<file path="src/rtl/game_pkg.sv">
// Shared game-datapath definitions: scheduler state encoding, default timing
// constants and the 16-bit Galois LFSR step.
package game_pkg;

  typedef enum logic [1:0] {
    ST_IDLE   = 2'd0,
    ST_COUNT  = 2'd1,
    ST_SELECT = 2'd2,
    ST_ISSUE  = 2'd3
  } sched_state_e;

  localparam int CNT_W                = 28;
  localparam int DEF_INIT_INTERVAL    = 50_000_000;
  localparam int DEF_MIN_INTERVAL     = 10_000_000;
  localparam int DEF_INTERVAL_STEP    = 5_000_000;
  localparam int DEF_SPAWNS_PER_LEVEL = 8;
  localparam int DEF_MAX_LEVEL        = 7;

  // x^16+x^14+x^13+x^11+1 in right-shifting Galois form
  localparam logic [15:0] LFSR_TAPS = 16'hB400;

  function automatic logic [15:0] lfsr_next(input logic [15:0] s);
    return {1'b0, s[15:1]} ^ (s[0] ? LFSR_TAPS : 16'h0000);
  endfunction

endpackage

</file>
<file path="src/rtl/lfsr16.sv">
// 16-bit Galois LFSR with seed, enable and synchronous reset; exposes only
// the low OUT_W bits of its state.
module lfsr16
  import game_pkg::*;
#(
  parameter logic [15:0] SEED  = 16'hACE1,
  parameter int          OUT_W = 3
) (
  input  logic             clk_i,
  input  logic             rst_i,
  input  logic             en_i,
  output logic [OUT_W-1:0] rnd_o
);

  logic [15:0] state_q;

  always_ff @(posedge clk_i) begin
    if (rst_i)     state_q <= SEED;
    else if (en_i) state_q <= lfsr_next(state_q);
  end

  assign rnd_o = state_q[OUT_W-1:0];

endmodule

</file>
<file path="src/rtl/spawn_scheduler.sv">
// Spawn sequencer: counts down the spawn interval, picks a free slot
// round-robin plus a pseudo-random lane, and hands it over via valid/ready.
module spawn_scheduler
  import game_pkg::*;
#(
  parameter int          N_SLOTS          = 4,
  parameter int          N_LANES          = 8,
  parameter int          INIT_INTERVAL    = DEF_INIT_INTERVAL,
  parameter int          MIN_INTERVAL     = DEF_MIN_INTERVAL,
  parameter int          INTERVAL_STEP    = DEF_INTERVAL_STEP,
  parameter int          SPAWNS_PER_LEVEL = DEF_SPAWNS_PER_LEVEL,
  parameter int          MAX_LEVEL        = DEF_MAX_LEVEL,
  parameter logic [15:0] LFSR_SEED        = 16'hACE1,
  localparam int         SLOT_W           = (N_SLOTS > 1) ? $clog2(N_SLOTS) : 1,
  localparam int         LANE_W           = (N_LANES > 1) ? $clog2(N_LANES) : 1
) (
  input  logic               clk,
  input  logic               hard_reset,
  input  logic               game_en,
  input  logic               game_reset,
  input  logic               freeze,
  input  logic [N_SLOTS-1:0] slot_busy,
  input  logic               spawn_ready,
  output logic               spawn_valid,
  output logic [SLOT_W-1:0]  spawn_slot,
  output logic [LANE_W-1:0]  spawn_lane,
  output logic [2:0]         level
);

  localparam int SPC_W = $clog2(SPAWNS_PER_LEVEL + 1);

  sched_state_e           state_q, state_d;
  logic [CNT_W-1:0]       cnt_q, cnt_d, interval_q, interval_d, interval_dec;
  logic [2:0]             level_q, level_d;
  logic [SPC_W-1:0]       spawn_cnt_q, spawn_cnt_d;
  logic [SLOT_W-1:0]      rr_q, rr_d, slot_q, slot_d, pick;
  logic [LANE_W-1:0]      lane_q, lane_d, rnd;
  logic                   valid_q, valid_d, found;
  logic [SLOT_W:0]        scan;

  lfsr16 #(.SEED(LFSR_SEED), .OUT_W(LANE_W)) u_lfsr (
    .clk_i (clk),
    .rst_i (hard_reset),
    .en_i  (1'b1),
    .rnd_o (rnd)
  );

  // First free slot at or after rr_q, wrapping around N_SLOTS.
  always_comb begin
    found = 1'b0;
    pick  = '0;
    scan  = '0;
    for (int i = 0; i < N_SLOTS; i++) begin
      scan = {1'b0, rr_q} + (SLOT_W+1)'(i);
      if (scan >= (SLOT_W+1)'(N_SLOTS)) scan = scan - (SLOT_W+1)'(N_SLOTS);
      if (!found && !slot_busy[scan[SLOT_W-1:0]]) begin
        found = 1'b1;
        pick  = scan[SLOT_W-1:0];
      end
    end
  end

  always_ff @(posedge clk) begin
    if (hard_reset || game_reset) begin
      state_q     <= ST_IDLE;
      cnt_q       <= CNT_W'(INIT_INTERVAL);
      interval_q  <= CNT_W'(INIT_INTERVAL);
      level_q     <= '0;
      spawn_cnt_q <= '0;
      rr_q        <= '0;
      valid_q     <= 1'b0;
      slot_q      <= '0;
      lane_q      <= '0;
    end else begin
      state_q     <= state_d;
      cnt_q       <= cnt_d;
      interval_q  <= interval_d;
      level_q     <= level_d;
      spawn_cnt_q <= spawn_cnt_d;
      rr_q        <= rr_d;
      valid_q     <= valid_d;
      slot_q      <= slot_d;
      lane_q      <= lane_d;
    end
  end

  always_comb begin
    state_d = state_q;
    case (state_q)
      ST_IDLE:   if (game_en) state_d = ST_COUNT;
      ST_COUNT:  if (!game_en) state_d = ST_IDLE;
                 else if (!freeze && cnt_q == '0) state_d = ST_SELECT;
      ST_SELECT: if (!game_en) state_d = ST_IDLE;
                 else if (found) state_d = ST_ISSUE;
      ST_ISSUE:  if (spawn_ready) state_d = ST_COUNT;
      default:   state_d = ST_IDLE;
    endcase
  end

  // Clamp test precedes the subtraction so the interval can never wrap.
  assign interval_dec = (interval_q >= CNT_W'(MIN_INTERVAL + INTERVAL_STEP))
                      ? interval_q - CNT_W'(INTERVAL_STEP) : CNT_W'(MIN_INTERVAL);

  always_comb begin
    cnt_d       = cnt_q;
    interval_d  = interval_q;
    level_d     = level_q;
    spawn_cnt_d = spawn_cnt_q;
    rr_d        = rr_q;
    valid_d     = valid_q;
    slot_d      = slot_q;
    lane_d      = lane_q;
    case (state_q)
      ST_COUNT:
        if (game_en && !freeze && cnt_q != '0) cnt_d = cnt_q - 1'b1;
      ST_SELECT:
        if (game_en && found) begin
          slot_d  = pick;
          lane_d  = rnd;
          valid_d = 1'b1;
        end
      ST_ISSUE:
        if (spawn_ready) begin
          valid_d = 1'b0;
          rr_d    = (slot_q == SLOT_W'(N_SLOTS - 1)) ? '0 : slot_q + 1'b1;
          if (spawn_cnt_q == SPC_W'(SPAWNS_PER_LEVEL - 1)) begin
            spawn_cnt_d = '0;
            level_d     = (level_q == 3'(MAX_LEVEL)) ? level_q : level_q + 1'b1;
            interval_d  = interval_dec;
            cnt_d       = interval_dec;
          end else begin
            spawn_cnt_d = spawn_cnt_q + 1'b1;
            cnt_d       = interval_q;
          end
        end
      default: ;
    endcase
  end

  assign spawn_valid = valid_q;
  assign spawn_slot  = slot_q;
  assign spawn_lane  = lane_q;
  assign level       = level_q;

endmodule

</file>
<file path="config.mk">
export PLATFORM = sky130hd
export DESIGN_NAME = spawn_scheduler
export DESIGN_NICKNAME = d
export VERILOG_FILES = /design/src/rtl/game_pkg.sv /design/src/rtl/lfsr16.sv /design/src/rtl/spawn_scheduler.sv
export SDC_FILE = /design/constraint.sdc
export NUM_CORES = 1
export LEC_CHECK = 0
export ABC_AREA = 0
export ABC_CLOCK_PERIOD_IN_PS = 3500
export BUFFER_PORTS_ARGS = -buffer_cell sky130_fd_sc_hd__buf_2
export CAP_MARGIN = 20
export CORE_MARGIN = 4
export CORE_UTILIZATION = 30
export DETAILED_ROUTE_END_ITERATION = 10
export MAX_ROUTING_LAYER = met4
export PLACE_DENSITY = 0.41
export SLEW_MARGIN = 20
export SYNTH_ARGS = -nofsm -noshare
export SYNTH_HDL_FRONTEND = slang
export SYNTH_HIERARCHICAL = 1
export SYNTH_SLANG_ARGS = --single-unit
</file>
<file path="constraint.sdc">
create_clock -name clk -period 3.5 [get_ports clk]
set_input_delay 0.175 -clock clk [delete_from_list [all_inputs] [get_ports clk]]
set_output_delay 0.175 -clock clk [all_outputs]
set_load 0.01 [all_outputs]
</file>
==> results of run 1 <==
cells in the final DEF, fill, tap and decap left out, types with 5 or more instances in the layout:
cell,synthesis,layout
clkbuf_16,0,9
nand4_1,7,7
nor3b_1,5,5
and4_1,6,6
buf_4,4,18
nor4_1,12,12
nor2_1,71,71
a31oi_1,12,12
nand3_1,27,27
o22ai_1,6,6
a211o_1,11,11
mux2i_1,11,11
o211ai_1,10,10
nand2_1,50,50
and3_1,8,8
and2_1,10,10
xnor2_1,11,11
conb_1,1,6
o31ai_1,6,6
a22oi_1,6,6
dfxtp_1,89,89
nor3_1,26,26
ha_1,12,11
buf_2,5,18
inv_1,21,21
a211oi_1,11,11
a21oi_1,57,57
o21ai_0,53,53
final cells by class:
type / instances / area [um^2] / area share, %
clock inverter: 7 / 62.6 / 1.06
timing repair buffer: 36 / 225 / 3.82
tap: 225 / 282 / 4.77
inverter: 21 / 78.8 / 1.34
multi-input combinational: 528 / 3250 / 55.0
clock buffer: 9 / 225 / 3.82
sequential: 89 / 1780 / 30.2
cell families after synthesis:
group	Yosys count	share of synthesized area, %
and+or+nand+nor	258	25.1
AOI/OAI and AO/OA	226	28.0
DFF	89	33.4
buffers and inverters	74	6.08
xor gates and xnor gates	15	2.46
adders and majority gates	12	2.82
muxes	11	2.06
other	1	0.0703
power groups by stage:
stage	registers [mW]	clock network (mW)	logic (mW)
final	1.04	0.963	0.0935
after global routing	1.04	1.04	0.106
after CTS	1.04	0.996	0.0937
after detailed placement	1.06	0	0.0932
after global placement	1.06	0	0.0916
after floorplan	1.06	0	0.0731
registers in the layout, summed over array words and instances (netlist names):
register / cells
cnt_q: 28
rr_q: 2
spawn_valid: 1
interval_q: 28
spawn_cnt_q: 4
spawn_lane: 3
spawn_slot: 2
state_q: 2
u_lfsr/state_q: 16
level: 3
worst max-delay path by stage:
| stage | start | end | slack (ns) |
|---|---|---|---|
| floorplan | cnt_q[19]$_SDFFE_PP1P_ | cnt_q[18]$_SDFFE_PP0P_ | 1.41 |
| global placement | cnt_q[4]$_SDFFE_PP0P_ | cnt_q[15]$_SDFFE_PP1P_ | 0.77 |
| detailed placement | cnt_q[4]$_SDFFE_PP0P_ | cnt_q[15]$_SDFFE_PP1P_ | 0.76 |
| CTS | cnt_q[4]$_SDFFE_PP0P_ | cnt_q[15]$_SDFFE_PP1P_ | 0.73 |
| global route | cnt_q[4]$_SDFFE_PP0P_ | cnt_q[15]$_SDFFE_PP1P_ | 0.45 |
| finish | cnt_q[4]$_SDFFE_PP0P_ | cnt_q[15]$_SDFFE_PP1P_ | 0.71 |
worst max-delay path: stages (launching register included):
cell,delay (ns)
dfxtp_1,0.35
nor4_2,0.80
and4_1,0.41
a31oi_1,0.17
nand2_2,0.48
a2111oi_0,0.16
a211o_1,0.29
layer usage:
metal / part of all wire [%] / global-route usage [%] / vias to the layer above / wire length (um)
li1: - / - / 2524 / -
met1: 48 / 23.2 / 2462 / 7900
met2: 46 / 26.9 / 124 / 7580
met3: 3.7 / 2.29 / 30 / 605
met4: 2.8 / 7.45 / 0 / 464
met5: 0 / - / - / 0
==> out/metrics.cfg, run 1 <==
[cells_and_area]
fin_util_pct=34.0
fill_cells=1846
drive_gt1_share_pct=11.0
postLayoutCellArea_mm2=0.00590
syn_to_final_growth_pct=10.7
diodes=0
final_cells=915
fin_nets=707

[power_and_ir_drop]
comb_power_share_pct=4.5
switching_power_mw=0.532
vdd_ir_drop_max_mv=0.223
p_int_mw=1.56
seqPwrFrac_pct=49.5
totalPowerFinal_mw=2.09
p_per_area_mw_per_mm2=354
p_leak_nw=2.10
pwr-share-clk_pct=46.0
p_sw_share_pct=25.4

[detailed_routing]
ant_nets=0
drtPass1Iterations=5
vias=5140
wire_per_inst_um=18.1
drc=0
routed_wl_um=16500
vias_per_cell=5.62
drtIter0Drc=423

[synth]
synth_area_leaders=dfxtp_1, a21oi_1, nor2_1
synth-main-ff-cell=dfxtp_1
ys_ff_latch=89
synthCells=686
synth_most_common_cell=dfxtp_1
synthDistinctLibCells=78
yosysWarningCount=6
netlist.top_cell.by_area=dfxtp_1
synth_top_area_share_pct=33.4
synth_edf_count=0
async_reset_ff_share_pct=0
netlist_area_mm2=0.00533
syn-mean-instance-area_um2=7.77
ys_seq_area_share_pct=33.4
synth_top_cells_by_count=dfxtp_1, nor2_1, a21oi_1, o21ai_0, nand2_1

[clock_tree]
htree_levels=3
clock_latency_ns=0.36
cts_resized=0
root_buffer=clkbuf_16
cts_setup_buffers=0
cts_buffer_depth=2
cts_tree=done
cts.sinks=89
ctsHoldBuffers=0
cts_buffers=9
path_clk_slew_ns=0.08

[global_routing]
grt_overflow=0
grt_usage_pct=17.5
grt_pass1_vias=5024
antenna_found_initial=0
grt_max_degree=36
grt_pass1_wl_um=27100

[die]
die_x_um=141
coreArea_mm2=0.0174
start_util_pct=30.7
io_pins=19
die_h_um=141
die-area_mm2=0.0200
fp-row-count=48

[timing]
tns_ns=0
timing.final.crit_period_ns=2.79
max_freq_mhz=359
slew-limit-headroom_pct=40.6
hold_viol_final=0
min_period_over_period_pct=79.6
tightest_slew_ns=0.883
whs_ns=0.177
drv_slew=0
worst_slack_ns=0.714
rsz0062_at_grt=no
fin_skew_ns=0.0116
setup_viol=0

[placed_design]
post_dp_cell_area_mm2=0.00562
dp.cells=899
io_buffers=18
hpwl_um=11700
globalplace.congestion=0.903
dp_slack_ns=0.758

[setup_path]
worst_r2r_path_depth=6
cp.required_ns=3.75
cp-start-kind=flip-flop
worstSetupPathType=reg2reg
r2r_end=cnt_q[15]$_SDFFE_PP1P_
cp_max_fo=27
cp.arrival_ns=3.04
endpoint_kind=flip-flop
r2r_start=cnt_q[4]$_SDFFE_PP0P_
r2r_slack_ns=0.71

[min_path]
whs_path_depth=3
worstHoldPathType=in2reg
whs_endpoint=state_q[1]$_SDFFE_PP0P_
worstHoldStart=game_en

[run]
cap_violations=0

[run_status]
outcome=finished, final reports clean

(Power assumes the default switching activity.)
==> run 2, diff against run 1 <==
--- a/config.mk
+++ b/config.mk
@@ -5,15 +5,15 @@
 export SDC_FILE = /design/constraint.sdc
 export NUM_CORES = 1
 export LEC_CHECK = 0
-export ABC_AREA = 0
-export ABC_CLOCK_PERIOD_IN_PS = 3500
+export ABC_AREA = 1
+export ABC_CLOCK_PERIOD_IN_PS = 2300
 export BUFFER_PORTS_ARGS = -buffer_cell sky130_fd_sc_hd__buf_2
 export CAP_MARGIN = 20
 export CORE_MARGIN = 4
 export CORE_UTILIZATION = 30
 export DETAILED_ROUTE_END_ITERATION = 10
 export MAX_ROUTING_LAYER = met4
-export PLACE_DENSITY = 0.41
+export PLACE_DENSITY = 0.42
 export SLEW_MARGIN = 20
 export SYNTH_ARGS = -nofsm -noshare
 export SYNTH_HDL_FRONTEND = slang
==> constraint.sdc (replaced) <==
create_clock -name clk -period 2.3 [get_ports clk]
set_input_delay 0.115 -clock clk [delete_from_list [all_inputs] [get_ports clk]]
set_output_delay 0.115 -clock clk [all_outputs]
set_load 0.01 [all_outputs]
==> out/metrics.cfg, run 2 <==
[detailed_routing]
routed_wl_um=15700  ; was 16500 um
vias_per_cell=4.70  ; was 5.62
drc=0  ; unchanged
drtPass1Iterations=5  ; unchanged
vias=5249  ; was 5140
ant_nets=0  ; unchanged
drtIter0Drc=259  ; was 423
wire_per_inst_um=14.1  ; was 18.1 um

[synth]
netlist_area_mm2=0.00558  ; was 0.00533 mm^2
synth-main-ff-cell=dfxtp_1  ; unchanged
synth_area_leaders=dfxtp_1, nand2_1, nor2_1  ; was dfxtp_1, a21oi_1, nor2_1
synth_top_area_share_pct=31.9  ; was 33.4%
synth_edf_count=0  ; unchanged
syn-mean-instance-area_um2=6.36  ; was 7.77 um^2
synthCells=877  ; was 686
synth_most_common_cell=nand2_1  ; was dfxtp_1
synthDistinctLibCells=44  ; was 78
ys_ff_latch=89  ; unchanged
syn-num-nets=899
async_reset_ff_share_pct=0  ; unchanged
ys_seq_area_share_pct=31.9  ; was 33.4%
synth_top_cells_by_count=nand2_1, nor2_1, dfxtp_1, inv_1, nand3_1  ; was dfxtp_1, nor2_1, a21oi_1, o21ai_0, nand2_1
netlist.top_cell.by_area=dfxtp_1  ; unchanged
yosysWarningCount=6  ; unchanged

[setup_path]
crit_chain=inv_1 > ha_1 > nand2_1 > nor2_1 > nand3_2 > o21ai_2 > nand2_2 > nand2_4 > buf_4 > nor2_1 > nand2_1 > nand3_1  ; was nor4_2 > and4_1 > a31oi_1 > nand2_2 > a2111oi_0 > a211o_1
r2r_slack_ns=0.35  ; was 0.71 ns
worst_path_max_delay_cell=dfxtp_1  ; was nor4_2
cp_max_fo=18  ; was 27
endpoint_kind=flip-flop  ; unchanged
cp-startpoint=cnt_q[0]$_SDFFE_PP0P_  ; was cnt_q[4]$_SDFFE_PP0P_
cp-start-kind=flip-flop  ; unchanged
cp.required_ns=2.50  ; was 3.75 ns
r2r_end=cnt_q[22]$_SDFFE_PP1P_  ; was cnt_q[15]$_SDFFE_PP1P_
r2r_start=cnt_q[0]$_SDFFE_PP0P_  ; was cnt_q[4]$_SDFFE_PP0P_
worstSetupPathType=reg2reg  ; unchanged
cp.arrival_ns=2.15  ; was 3.04 ns
worst_r2r_path_depth=12  ; was 6
slowest_delay_ns=0.33  ; was 0.80 ns

[placed_design]
dp.cells=1100  ; was 899
globalplace.congestion=0.803  ; was 0.903
hpwl_um=11300  ; was 11700 um
io_buffers=18  ; unchanged
dp_slack_ns=0.352  ; was 0.758 ns

[timing]
slew-limit-headroom_pct=52.1  ; was 40.6%
max_freq_mhz=512  ; was 359 MHz
rsz0062_at_grt=no  ; unchanged
drv_slew=0  ; unchanged
tns_ns=0  ; unchanged
min_period_over_period_pct=84.9  ; was 79.6%
setup_viol=0  ; unchanged
fin_skew_ns=0.0131  ; was 0.0116 ns
timing.final.crit_period_ns=1.95  ; was 2.79 ns
hold_viol_final=0  ; unchanged
whs_ns=0.0798  ; was 0.177 ns
worst_slack_ns=0.348  ; was 0.714 ns
tightest_slew_ns=0.718  ; was 0.883 ns

[global_routing]
grt_pass1_wl_um=26200  ; was 27100 um
grt_usage_pct=16.3  ; was 17.5%
met2_usage_pct=25.7  ; was 26.9%
met3_usage_pct=2.78  ; was 2.29%
grt_max_degree=51  ; was 36
grt_busiest_layer=met2  ; unchanged
grt_overflow=0  ; unchanged
grt_use_met1_pct=22.0  ; was 23.2%
antenna_found_initial=0  ; unchanged
grt_pass1_vias=4982  ; was 5024

[die]
io_pins=19  ; unchanged
fp-row-count=49  ; was 48
die_h_um=144  ; was 141 um
die_x_um=144  ; was 141 um
start_util_pct=30.7  ; about the same
coreArea_mm2=0.0181  ; was 0.0174 mm^2
die-area_mm2=0.0208  ; was 0.0200 mm^2

[min_path]
whs_path_depth=3  ; unchanged
worstHoldStart=hard_reset  ; was game_en
whs_endpoint=u_lfsr/state_q[10]$_SDFFE_PP1P_  ; was state_q[1]$_SDFFE_PP0P_
worstHoldPathType=in2reg  ; unchanged

[cells_and_area]
final_common_cell=nand2_1  ; was dfxtp_1
final_cells=1116  ; was 915
drive_gt1_share_pct=9.81  ; was 11.0%
syn_to_final_growth_pct=9.78  ; was 10.7%
fin_nets=904  ; was 707
diodes=0  ; unchanged
layout_common_cells=nand2_1, nor2_1, dfxtp_1, inv_1, nand3_1  ; was dfxtp_1, nor2_1, a21oi_1, o21ai_0, nand2_1
fill_cells=2058  ; was 1846
reg.largest.list=cnt_q x28, interval_q x28, u_lfsr/state_q x16  ; unchanged

[clock_tree]
ctsHoldBuffers=0  ; unchanged
htree_levels=3  ; unchanged
cts_buffer_depth=2  ; unchanged
path_clk_slew_ns=0.08  ; about the same
cts_setup_buffers=0  ; unchanged
clock_latency_ns=0.35  ; was 0.36 ns
cts.sinks=89  ; unchanged
root_buffer=clkbuf_16  ; unchanged
cts_buffers=9  ; unchanged
cts_resized=0  ; unchanged
cts_tree=done  ; unchanged

[power_and_ir_drop]
vdd_ir_drop_max_mv=0.321  ; was 0.223 mV
p_leak_nw=2.60  ; was 2.10 nW
p_per_area_mw_per_mm2=537  ; was 354 mW/mm^2

[run_status]
outcome=finished, final reports clean  ; unchanged

[run]
cap_violations=0  ; unchanged

[run 2: cell types whose count changed in the layout (fill, tap and decap cells not counted), sizes merged, moves of 12 or more]
cell	change
nand2	+192
inv	+63
nor2	+60
nand3	+49
nor4	-13
a211oi	-12
a31oi	-12
nor3	-12
o21ai	+12
[run 2: area by class of cell]
type                    count  area [um^2]  area share [%]
repair buffers             33          228            3.72
multi-input cells         665         3200            52.2
flip-flops and latches     89         1780            29.1
clock inverters             7         83.8            1.37
well taps                 229          287            4.68
clock buffers               9          225            3.68
inverters                  84          320            5.23
[run 2: worst max-delay path by stage]
stage                             endpoint  cells after the start  slack (ns)
finish              cnt_q[22]$_SDFFE_PP1P_                     12        0.35
CTS                 cnt_q[24]$_SDFFE_PP0P_                     12        0.32
floorplan           cnt_q[19]$_SDFFE_PP1P_                     10        0.65
global route        cnt_q[24]$_SDFFE_PP0P_                     12        0.12
global placement    cnt_q[12]$_SDFFE_PP1P_                      9        0.37
detailed placement  cnt_q[12]$_SDFFE_PP1P_                      9        0.35
[run 2: critical path, delay by kind of cell (launching register included)]
kind | cells | cell delay [ns]
AND/OR/NAND/NOR | 8 | 0.75
AO/OA/AOI/OAI | 1 | 0.18
flip-flops | 1 | 0.33
buffers and inverters | 2 | 0.34
adder cells (fa/ha/maj) | 1 | 0.18
[run 2: stage by stage]
step / util (%) / power, mW / area [um^2]
4_1_cts: 33.7 / 3.36 / 6120
2_1_floorplan: - / 1.76 / 5580
3_5_place_dp: 32.0 / 1.79 / 5820
3_3_place_gp: 32.0 / 1.79 / 5820
5_1_grt: 33.7 / 3.44 / 6120
6_report: 33.7 / 3.29 / 6120
[run 2: cell families (layout without fill, tap and decap cells)]
| group | count (synthesis) | after routing | synth area share (%) |
|---|---|---|---|
| other cells | 1 | 1 | 0.0672 |
| fa+ha+maj | 12 | 12 | 2.69 |
| flops | 89 | 89 | 31.9 |
| xor+xnor | 17 | 17 | 2.67 |
| buf+inv | 123 | 133 | 10.9 |
| compound gates | 148 | 148 | 14.4 |
| simple gates | 487 | 487 | 37.3 |
[run 2: report_power, final]
part	internal [mW]	total [mW]	switching, mW
clock network	0.781	1.53	0.752
registers	1.57	1.58	0.0178
logic	0.0568	0.170	0.114
[run 2: layer usage]
layer  up-vias  wire length (um)
met2        57              7130
met4         0               216
met3        12               332
met1      2338              8020
met5         -                 0
li1       2842                 -
==> run 3, diff against run 2 <==
--- a/config.mk
+++ b/config.mk
@@ -5,8 +5,8 @@
 export SDC_FILE = /design/constraint.sdc
 export NUM_CORES = 1
 export LEC_CHECK = 0
-export ABC_AREA = 1
-export ABC_CLOCK_PERIOD_IN_PS = 2300
+export ABC_AREA = 0
+export ABC_CLOCK_PERIOD_IN_PS = 1600
 export BUFFER_PORTS_ARGS = -buffer_cell sky130_fd_sc_hd__buf_2
 export CAP_MARGIN = 20
 export CORE_MARGIN = 4
==> constraint.sdc (replaced) <==
create_clock -name clk -period 1.6 [get_ports clk]
set_input_delay 0.08 -clock clk [delete_from_list [all_inputs] [get_ports clk]]
set_output_delay 0.08 -clock clk [all_outputs]
set_load 0.01 [all_outputs]
==> out/metrics.cfg, run 3 (synthesis results as in run 1) <==
[run_status]
outcome=finished with violations  ; was finished, final reports clean
violations=negative setup slack

[timing]
worst_slack_ns=-0.431  ; was 0.348 ns
tns_ns=-18.33  ; was 0 ns
rsz0062_at_grt=yes  ; was no
max_freq_mhz=492  ; was 512 MHz
whs_ns=0.0517  ; was 0.0798 ns
fin_skew_ns=0.0107  ; was 0.0131 ns
hold_viol_final=0  ; unchanged
timing.final.crit_period_ns=2.03  ; was 1.95 ns
drv_slew=0  ; unchanged
min_period_over_period_pct=127  ; was 84.9%
setup_viol=60  ; was 0

[power_and_ir_drop]
seqPwrFrac_pct=47.4  ; was 48.2%
p_leak_nw=3.47  ; was 2.60 nW
p_int_mw=3.49  ; was 2.40 mW
p_per_area_mw_per_mm2=537  ; about the same
pwr-share-clk_pct=46.0  ; was 46.7%
switching_power_mw=1.27  ; was 0.884 mW
totalPowerFinal_mw=4.76  ; was 3.29 mW
vdd_ir_drop_max_mv=0.491  ; was 0.321 mV
p_sw_share_pct=26.7  ; was 26.9%
comb_power_share_pct=6.5  ; was 5.2%

[cells_and_area]
drive_gt1_share_pct=50.7  ; was 9.81%
fin_util_pct=51.1  ; was 33.7%
fill_cells=1651  ; was 2058
layout_common_cells=buf_4, dfxtp_1, nor2_1, buf_6, nand2_1  ; was nand2_1, nor2_1, dfxtp_1, inv_1, nand3_1
reg.largest.list=cnt_q x28, interval_q x28, u_lfsr/state_q x16  ; unchanged
diodes=0  ; unchanged
syn_to_final_growth_pct=66.2  ; was 9.78%
fin_nets=916  ; was 904
final_common_cell=buf_4  ; was nand2_1

[detailed_routing]
top_layer=met4  ; unchanged
drc=0  ; unchanged
vias_per_cell=5.41  ; was 4.70
met1_length_um=9620  ; was 8020 um
wl_met2_um=9580  ; was 7130 um
drtIter0Drc=436  ; was 259
ant_nets=0  ; unchanged
routed_wl_um=20200  ; was 15700 um
wire_per_inst_um=17.9  ; was 14.1 um
vias=6076  ; was 5249
drtPass1Iterations=5  ; unchanged
met3_length_um=692  ; was 332 um

[clock_tree]
ctsHoldBuffers=0  ; unchanged
htree_levels=3  ; unchanged
path_clk_slew_ns=0.08  ; about the same
cts_tree=done  ; unchanged
cts.sinks=89  ; unchanged
cts_buffer_depth=2  ; unchanged
cts_buffers=9  ; unchanged
clock_latency_ns=0.36  ; was 0.35 ns
root_buffer=clkbuf_16  ; unchanged

[run]
cap_violations=0  ; unchanged

[setup_path]
cp.required_ns=1.85  ; was 2.50 ns
r2r_slack_ns=-0.43  ; was 0.35 ns
worstSetupPathType=reg2reg  ; unchanged
endpoint_kind=flip-flop  ; unchanged
cp.arrival_ns=2.28  ; was 2.15 ns
cp-start-kind=flip-flop  ; unchanged
cp_max_fo=7  ; was 18

[placed_design]
dp_slack_ns=-0.482  ; was 0.352 ns
globalplace.congestion=0.895  ; was 0.803
hpwl_um=14500  ; was 11300 um
io_buffers=18  ; unchanged

[die]
coreArea_mm2=0.0174  ; was 0.0181 mm^2
die-area_mm2=0.0200  ; was 0.0208 mm^2
start_util_pct=30.7  ; about the same
io_pins=19  ; unchanged
fp-row-count=48  ; was 49
die_x_um=141  ; was 144 um
die_h_um=141  ; was 144 um

[min_path]
worstHoldPathType=in2reg  ; unchanged

[global_routing]
grt_pass1_vias=6092  ; was 4982
grt_overflow=0  ; unchanged
grt_pass1_wl_um=32100  ; was 26200 um
antenna_found_initial=0  ; unchanged
grt_usage_pct=20.7  ; was 16.3%
grt_max_degree=34  ; was 51

run 3: changes by cell type in the layout (fill, tap and decap cells not counted), sizes merged, moves of 12 or more:
cell,previous run,this run
nor4,1,14
a211oi,0,12
nor2,132,72
o21ai,65,53
a31oi,0,12
nor3,16,28
nand2,243,51
inv,87,26
nand3,76,27
buf,33,243
run 3: power groups by stage:
stage	Combinational (mW)	Sequential, mW	Clock [mW]
finish	0.311	2.26	2.19
global route	0.336	2.26	2.34
CTS	0.291	2.26	2.27
detailed placement	0.256	2.32	0
global placement	0.251	2.31	0
floorplan	0.169	2.31	0
run 3: stage by stage:
stage	cell area, um^2	std cells
after floorplan	5790	691
after detailed placement	7240	1069
after global routing	8860	1124
after CTS	8440	1113
final	8860	1124
after global placement	7240	1069
run 3: final cells by class:
class / instances / area, um^2 / area share [%]
inverters: 21 / 83.8 / 0.946
clock inverters: 7 / 68.8 / 0.777
repair buffers: 244 / 2060 / 23.3
multi-input cells: 529 / 4310 / 48.7
clock buffers: 9 / 225 / 2.54
flip-flops and latches: 89 / 1830 / 20.6
well taps: 225 / 282 / 3.18
run 3: what timing repair did:
| action | in CTS | in global routing |
|---|---|---|
| gates cloned | 3 | 0 |
| buffers inserted | 29 | 15 |
| pin swaps | 87 | 48 |
| gates resized for setup | 168 | 73 |
| endpoints found under the setup margin | 64 | 69 |
run 3: critical path, stage by stage (launching register included):
cell     delay [ns]
dfxtp_2        0.34
inv_2          0.04
ha_2           0.16
nor3b_2        0.14
and4_4         0.24
a31o_4         0.25
nor2_4         0.28
o21ai_1        0.15
a211o_1        0.30
run 3: worst paths after layout:
path | startpoint | endpoint | cells after the start
max | cnt_q[0]$_SDFFE_PP0P_ | cnt_q[15]$_SDFFE_PP1P_ | 8
max reg2reg | cnt_q[0]$_SDFFE_PP0P_ | cnt_q[15]$_SDFFE_PP1P_ | 8
min reg2reg | interval_q[0]$_SDFFE_PP0P_ | cnt_q[0]$_SDFFE_PP0P_ | 2
min | hard_reset | u_lfsr/state_q[12]$_SDFFE_PP0P_ | 3
run 3: routing by layer:
layer	vias to the layer above	global-route usage (%)
li1	2957	-
met1	2986	27.7
met2	111	33.3
met3	22	2.80
met4	0	5.05
met5	-	-
